## src/rtl/ga_engine.sv

```systemverilog
// ga_engine: genetic-algorithm engine with population RAM, tournament selection,
// crossover and mutation. Define GA_PERFECT_STOP_EN to end a run on the first perfect chromosome.
//
// state     | meaning
// S_IDLE    | waiting for start_ga
// S_INIT    | serial population load
// S_RUNNING | evolving through the P_* pipeline
// S_DONE    | run finished, results held
module ga_engine #(
  parameter int CHROMOSOME_WIDTH = 16,
  parameter int FITNESS_WIDTH    = 14,
  parameter int POPULATION_SIZE  = 16
) (
  input  logic                                clk,
  input  logic                                rst,
  input  logic                                start_ga,
  input  logic                                load_initial_population,
  input  logic [CHROMOSOME_WIDTH-1:0]         data_in,
  input  logic [1:0]                          crossover_mode,
  input  logic                                crossover_single_double,
  input  logic [$clog2(CHROMOSOME_WIDTH)-1:0] crossover_single_point,
  input  logic [$clog2(CHROMOSOME_WIDTH)-1:0] crossover_double_point1,
  input  logic [$clog2(CHROMOSOME_WIDTH)-1:0] crossover_double_point2,
  input  logic [CHROMOSOME_WIDTH-1:0]         uniform_crossover_mask,
  input  logic                                uniform_random_enable,
  input  logic [2:0]                          mutation_mode,
  input  logic [7:0]                          mutation_rate,
  input  logic [31:0]                         target_iteration,
  output logic                                busy,
  output logic                                done,
  output logic                                perfect_found,
  output logic [CHROMOSOME_WIDTH-1:0]         best_chromosome,
  output logic [FITNESS_WIDTH-1:0]            best_fitness,
  output logic [31:0]                         iteration_count,
  output logic [31:0]                         crossovers_to_perfect,
  output logic [CHROMOSOME_WIDTH-1:0]         data_out,
  output logic [$clog2(POPULATION_SIZE)-1:0]  number_of_chromosomes
);

  localparam int CW  = CHROMOSOME_WIDTH;
  localparam int FW  = FITNESS_WIDTH;
  localparam int PS  = POPULATION_SIZE;
  localparam int CIW = $clog2(CW);
  localparam int PIW = $clog2(PS);

`ifdef GA_PERFECT_STOP_EN
  localparam bit PERFECT_STOP = 1'b1;
`else
  localparam bit PERFECT_STOP = 1'b0;
`endif

  typedef enum logic [1:0] {S_IDLE, S_INIT, S_RUNNING, S_DONE} top_state_t;
  typedef enum logic [2:0] {P_IDLE, P_SELECT, P_CROSSOVER, P_MUTATION, P_EVALUATE, P_UPDATE} pipe_state_t;

  top_state_t  state_q, state_d;
  pipe_state_t p_q, p_d;

  logic [CW-1:0]  pop [PS];
  logic [FW-1:0]  fit [PS];
  logic [15:0]    lfsr_q;
  logic [PIW-1:0] init_cnt;
  logic [CW-1:0]  p1_q, p2_q, xo_q, mut_q;
  logic [FW-1:0]  child_fit_q;

  function automatic logic [FW-1:0] popcount(input logic [CW-1:0] v);
    logic [FW-1:0] n;
    n = '0;
    for (int i = 0; i < CW; i++) n = n + FW'(v[i]);
    return n;
  endfunction

  function automatic logic [15:0] lfsr_step(input logic [15:0] v);
    return v[0] ? ((v >> 1) ^ 16'hB400) : (v >> 1);
  endfunction

  function automatic logic [CW-1:0] low_mask(input logic [CIW-1:0] pt);
    return (CW'(1) << pt) - CW'(1);
  endfunction

  assign busy                  = (state_q == S_INIT) || (state_q == S_RUNNING);
  assign done                  = (state_q == S_DONE);
  assign number_of_chromosomes = init_cnt;

  // Tournament selection: higher fitness wins, ties keep the first index
  logic [PIW-1:0] t_a, t_b, t_c, t_d, sel1, sel2;
  always_comb begin
    t_a  = PIW'(32'(lfsr_q[3:0]) % PS);
    t_b  = PIW'(32'(lfsr_q[7:4]) % PS);
    t_c  = PIW'(32'(lfsr_q[11:8]) % PS);
    t_d  = PIW'(32'(lfsr_q[15:12]) % PS);
    sel1 = (fit[t_b] > fit[t_a]) ? t_b : t_a;
    sel2 = (fit[t_d] > fit[t_c]) ? t_d : t_c;
  end

  logic [CW-1:0]  xo_mask, xo_child;
  logic [CIW-1:0] dp_lo, dp_hi, rnd_pt;
  always_comb begin
    xo_mask = '0;
    rnd_pt  = CIW'(32'(lfsr_q[3:0]) % CW);
    dp_lo   = (crossover_double_point1 < crossover_double_point2) ? crossover_double_point1
                                                                   : crossover_double_point2;
    dp_hi   = (crossover_double_point1 < crossover_double_point2) ? crossover_double_point2
                                                                   : crossover_double_point1;
    unique case (crossover_mode)
      2'b01:   xo_mask = uniform_random_enable ? CW'(lfsr_q) : uniform_crossover_mask;
      2'b10:   xo_mask = low_mask(rnd_pt);
      default: begin
        if (!crossover_single_double) xo_mask = low_mask(crossover_single_point);
        else                          xo_mask = low_mask(dp_hi) & ~low_mask(dp_lo);
      end
    endcase
    xo_child = (p1_q & ~xo_mask) | (p2_q & xo_mask);
  end

  logic [CW-1:0]  mut_child;
  logic [CIW-1:0] m_a, m_b, m_next;
  always_comb begin
    mut_child = xo_q;
    m_a       = CIW'(32'(lfsr_q[3:0]) % CW);
    m_b       = CIW'(32'(lfsr_q[7:4]) % CW);
    m_next    = (m_a == CIW'(CW - 1)) ? '0 : m_a + CIW'(1);
    if (lfsr_q[15:8] < mutation_rate) begin
      unique case (mutation_mode)
        3'b000: mut_child[m_a] = ~xo_q[m_a];
        3'b001: mut_child = xo_q ^ (CW'(1) << m_a) ^ (CW'(1) << m_b);
        3'b010: begin
          mut_child[m_a]    = xo_q[m_next];
          mut_child[m_next] = xo_q[m_a];
        end
        default: mut_child = xo_q;
      endcase
    end
  end

  logic [PIW-1:0] worst_idx;
  logic [FW-1:0]  worst_fit;
  always_comb begin
    worst_idx = '0;
    worst_fit = fit[0];
    for (int i = 1; i < PS; i++) begin
      if (fit[i] < worst_fit) begin
        worst_fit = fit[i];
        worst_idx = PIW'(i);
      end
    end
  end

  logic          replace, child_better, child_perfect, stop_now, load_better;
  logic [31:0]   iter_next;
  logic [FW-1:0] load_fit;
  always_comb begin
    replace       = (state_q == S_RUNNING) && (p_q == P_UPDATE) && (child_fit_q >= worst_fit);
    child_better  = replace && (child_fit_q > best_fitness);
    child_perfect = child_better && (child_fit_q == FW'(CW));
    iter_next     = iteration_count + 32'(replace);
    stop_now      = (iter_next == target_iteration) ||
                    (PERFECT_STOP && (perfect_found || child_perfect));
    load_fit      = popcount(data_in);
    load_better   = load_fit > best_fitness;
  end

  always_comb begin
    state_d = state_q;
    unique case (state_q)
      S_IDLE:    if (start_ga) state_d = S_INIT;
      S_INIT:    if (load_initial_population && init_cnt == PIW'(PS - 1)) state_d = S_RUNNING;
      S_RUNNING: if (target_iteration == '0 || (p_q == P_UPDATE && stop_now)) state_d = S_DONE;
      S_DONE:    if (start_ga) state_d = S_INIT;
      default:   state_d = S_IDLE;
    endcase
  end

  always_comb begin
    p_d = p_q;
    if (state_q != S_RUNNING) begin
      p_d = (state_d == S_RUNNING) ? P_SELECT : P_IDLE;
    end else if (state_d != S_RUNNING) begin
      p_d = P_IDLE;
    end else begin
      unique case (p_q)
        P_SELECT:    p_d = P_CROSSOVER;
        P_CROSSOVER: p_d = P_MUTATION;
        P_MUTATION:  p_d = P_EVALUATE;
        P_EVALUATE:  p_d = P_UPDATE;
        default:     p_d = P_SELECT;
      endcase
    end
  end

  always_ff @(posedge clk or negedge rst) begin
    if (!rst) begin
      state_q <= S_IDLE;
      p_q     <= P_IDLE;
    end else begin
      state_q <= state_d;
      p_q     <= p_d;
    end
  end

  always_ff @(posedge clk or negedge rst) begin
    if (!rst) begin
      for (int i = 0; i < PS; i++) begin
        pop[i] <= '0;
        fit[i] <= '0;
      end
      lfsr_q                <= 16'hACE1;
      init_cnt              <= '0;
      p1_q                  <= '0;
      p2_q                  <= '0;
      xo_q                  <= '0;
      mut_q                 <= '0;
      child_fit_q           <= '0;
      perfect_found         <= 1'b0;
      best_chromosome       <= '0;
      best_fitness          <= '0;
      iteration_count       <= '0;
      crossovers_to_perfect <= '0;
      data_out              <= '0;
    end else begin
      if (state_q == S_RUNNING) lfsr_q <= lfsr_step(lfsr_q);

      if ((state_q == S_IDLE || state_q == S_DONE) && start_ga) begin
        init_cnt              <= '0;
        iteration_count       <= '0;
        perfect_found         <= 1'b0;
        crossovers_to_perfect <= '0;
        best_fitness          <= '0;
        best_chromosome       <= '0;
      end

      if (state_q == S_INIT && load_initial_population) begin
        pop[init_cnt] <= data_in;
        fit[init_cnt] <= load_fit;
        data_out      <= data_in;
        init_cnt      <= init_cnt + PIW'(1);
        if (load_better) begin
          best_chromosome <= data_in;
          best_fitness    <= load_fit;
          if (load_fit == FW'(CW) && !perfect_found) begin
            perfect_found         <= 1'b1;
            crossovers_to_perfect <= iteration_count;
          end
        end
      end

      if (state_q == S_RUNNING) begin
        unique case (p_q)
          P_SELECT: begin
            p1_q <= pop[sel1];
            p2_q <= pop[sel2];
          end
          P_CROSSOVER: xo_q <= xo_child;
          P_MUTATION:  mut_q <= mut_child;
          P_EVALUATE:  child_fit_q <= popcount(mut_q);
          P_UPDATE: begin
            if (replace) begin
              pop[worst_idx]  <= mut_q;
              fit[worst_idx]  <= child_fit_q;
              data_out        <= mut_q;
              iteration_count <= iter_next;
              if (child_better) begin
                best_chromosome <= mut_q;
                best_fitness    <= child_fit_q;
                // Latch the child count that produced the first perfect chromosome
                if (child_perfect && !perfect_found) begin
                  perfect_found         <= 1'b1;
                  crossovers_to_perfect <= iter_next;
                end
              end
            end
          end
          default: ;
        endcase
      end
    end
  end

endmodule

```

## config.mk

```make
export PLATFORM = sky130hd
export DESIGN_NAME = ga_engine
export DESIGN_NICKNAME = d
export VERILOG_FILES = /design/src/rtl/ga_engine.sv
export SDC_FILE = /design/constraint.sdc
export NUM_CORES = 2
export LEC_CHECK = 0
export ABC_AREA = 1
export CAP_MARGIN = 30
export CORE_ASPECT_RATIO = 1.5
export CORE_MARGIN = 1.5
export CORE_UTILIZATION = 25
export CTS_BUF_LIST = sky130_fd_sc_hd__clkbuf_4 sky130_fd_sc_hd__clkbuf_8
export DETAILED_ROUTE_END_ITERATION = 8
export GPL_TIMING_DRIVEN = 0
export PLACE_DENSITY = 0.43
export SYNTH_ARGS = -nofsm -noshare
export SYNTH_HDL_FRONTEND = slang
export SYNTH_SLANG_ARGS = --single-unit
```

## constraint.sdc

```tcl
create_clock -name clk -period 25.5 [get_ports clk]
set_clock_uncertainty 0.15 [all_clocks]
set_input_delay 5.1 -clock clk [delete_from_list [all_inputs] [get_ports clk]]
set_output_delay 5.1 -clock clk [all_outputs]
set_load 0.01 [all_outputs]
```

==> impl_results.md <==
- Status: complete, but fails checks
- Failing checks: setup timing
- Cell Rows: 212
- CP startpoint kind: register
- Period utilization: 103%
- Clock Sinks: 685
- Minimum clock period after layout: 26270 ps
- Post-synthesis async set-or-reset flop share: 100%
- Total Routing Usage GR: 40.2%
- Vias per cell: 5.84
- Mapped Nets: 8988
- Antenna Nets Post-Route: 0
- RD Place Congestion: 1.06
- Placed cell area: 0.0647 mm^2
- Total of warnings raised by yosys: 0
- Area Overhead vs Synth: 33.4%
- Sequential share of the synthesized area: 30.5%
- Later-pin clock latency in the skew report: 960 ps
- Drt drc: 0
- Crit-path max FO: 10
- Endpoints failing hold: 0
- Max clock buf depth: 4
- DIE HEIGHT: 583 um
- GRT overflow: 0
- Post-synth top area cell: dfrtp_1
- First-pass GRT wire length: 624000 um
- Post-Syn Area per Cell: 6.51 um^2
- CTS tree: built
- # setup viols final: 4
- Port bufs: 210
- Gate Count Post-Synth: 8625
- Yosys top cell area share: 30.2%
- Required time of the critical path: 26070 ps
- Initial DRC count: 8297
- DRT Pass-1 Iters: 7
- Clock-pin slew on the worst setup and hold paths: 60 ps
- Critical path's largest stage delay: 420 ps
- Clock root buffer: clkbuf_8
- Setup CP Type: reg2reg
- Largest net degree at the start of global routing: 107
- DRT Wirelength: 472000 um
- Seq cells post-synth: 685
- Slew headroom: 17.8%
- Die ar.: 0.228 mm^2
- Util after Layout: 33.6%
- Worst setup margin: -769 ps
- Initial Util: 25.2%
- CTS Buf Count: 144
- Fmax: 38.1 MHz
- Most frequent cells in the layout: nand2_1 (1835), o21ai_0 (1150), nand3_1 (809), inv_1 (716), a21oi_1 (691)
- Filler cells: 24319
- H-tree depth: 4
- DP HPWL: 367000 um
- Distinct cells, synth: 66
- Layout Cell Area excl Fill: 0.0749 mm^2
- Worst-margin pin slew: 1230 ps
- RSZ-0062 raised after global routing: true
- Synth area leaders: dfrtp_1 (30%), nand2_1 (13%), o21ai_0 (12%)
- Crit path top cell by count: buf_4
- Antenna violations before repair: 23
- Final Max Tran Viols: 0
- Commonest non-fill, non-tap cell in the layout: nand2_1
- Slowest cell on the critical path: dfrtp_2
- Final nets: 9843
- IO Pins: 212
- Cell area after synthesis: 0.0562 mm^2
- Arrival time worst endpoint: 26840 ps
- Post-cts hold buffer count: 0
- Hold_ws: 366 ps
- Core ar.: 0.223 mm^2
- Number of global-route vias before repair: 69291
- Avg WL per Cell: 37.8 um
- Die span in x: 390 um
- Layout cells sized above 1: 15.9%
- Number of flops mapped to enable cells by yosys: 0
- Max-Cap Viols: 0
- Worst slack, placed: -12690 ps
- CP Capture Type: register
- Worst hold path type: reg2reg
- Routed via count: 72992
- Primary FF master, synth: dfrtp_1
## synth_stat cells (39+ instances only)
library cell,instances
nor4_1,50
buf_2,121
nand3_1,830
inv_1,733
o211ai_1,105
nand2_1,1977
o221ai_1,72
o21ai_0,1302
clkbuf_1,458
xor2_1,39
ha_1,248
o22ai_1,93
nand4_1,50
nor2_1,702
dfrtp_1,677
a21oi_1,724
## stage by stage
stage                     instances  TNS (ps)
after floorplan                8625         0
after global placement        11724         -
after detailed placement      11901  -3771470
after CTS                     12380    -45280
after global routing          12473    -24050
final                         12495     -2740
## kinds of logic after synthesis
group           share of synthesized area [%]
compound gates                           25.1
xor+xnor                                0.858
fa+ha+maj                                6.24
buf+inv                                  9.90
flops                                    30.5
mux                                    0.0200
simple gates                             27.4
## sequential cells by signal, summed over array words and instances, names as in the netlist
register and cells:
fit 224, mut_q 16, perfect_found 1, child_fit_q 5, state_q 2, number_of_chromosomes 4
best_chromosome 16, best_fitness 14, pop 256, p1_q 16, p2_q 16, xo_q 16
crossovers_to_perfect 32, p_q 3, data_out 16, lfsr_q 16, iteration_count 32
## final timing paths
check	from	end	slack, ps	depth (start not counted)
setup / recovery	fit[223]	p_q[1]	-770	187
hold / removal	p1_q[13]	p1_q[13]	370	2
setup reg to reg	fit[223]	p_q[1]	-770	187
hold reg to reg	p1_q[13]	p1_q[13]	370	2
max in group asynchronous	rst	lfsr_q[11]	19370	4
min in group asynchronous	rst	pop[206]	3900	1
## area by class of cell
type	count	area, um^2	area share (%)
diodes	28	70.1	0.0935
repair buffers	709	7660	10.2
clock buffers	216	2740	3.66
well taps	2889	3610	4.83
inverters	754	2840	3.80
clock inverters	28	315	0.421
flip-flops and latches	685	17200	22.9
plain buffers	644	3430	4.58
multi-input cells	6542	37100	49.5
## worst max-delay path: cells and delay by family (launching register included)
| kind | cells | cell delay, ps |
|---|---|---|
| fa+ha+maj | 17 | 4690 |
| compound gates | 42 | 6220 |
| buf+inv | 52 | 6790 |
| flops | 1 | 420 |
| xor+xnor | 2 | 230 |
| simple gates | 74 | 7390 |
## what timing repair did
| action | 4_1_cts | 5_1_grt |
|---|---|---|
| gates cloned | 18 | 9 |
| pin swaps | 194 | 258 |
| setup buffers | 219 | 74 |
| setup endpoints to repair | 442 | 432 |
| gates resized for setup | 654 | 387 |
## routing by layer
metal / GRT usage, % / part of all wire [%] / routed length [um]
met1: 41.2 / 34 / 159000
met4: 40.8 / 13 / 60500
met5: 0 / 0.015 / 71
met2: 66.4 / 46 / 219000
met3: 8.90 / 7.2 / 33900
Power is not shown: default switching activity piles up to over one toggle a cycle in this logic, so the estimate is an artifact.
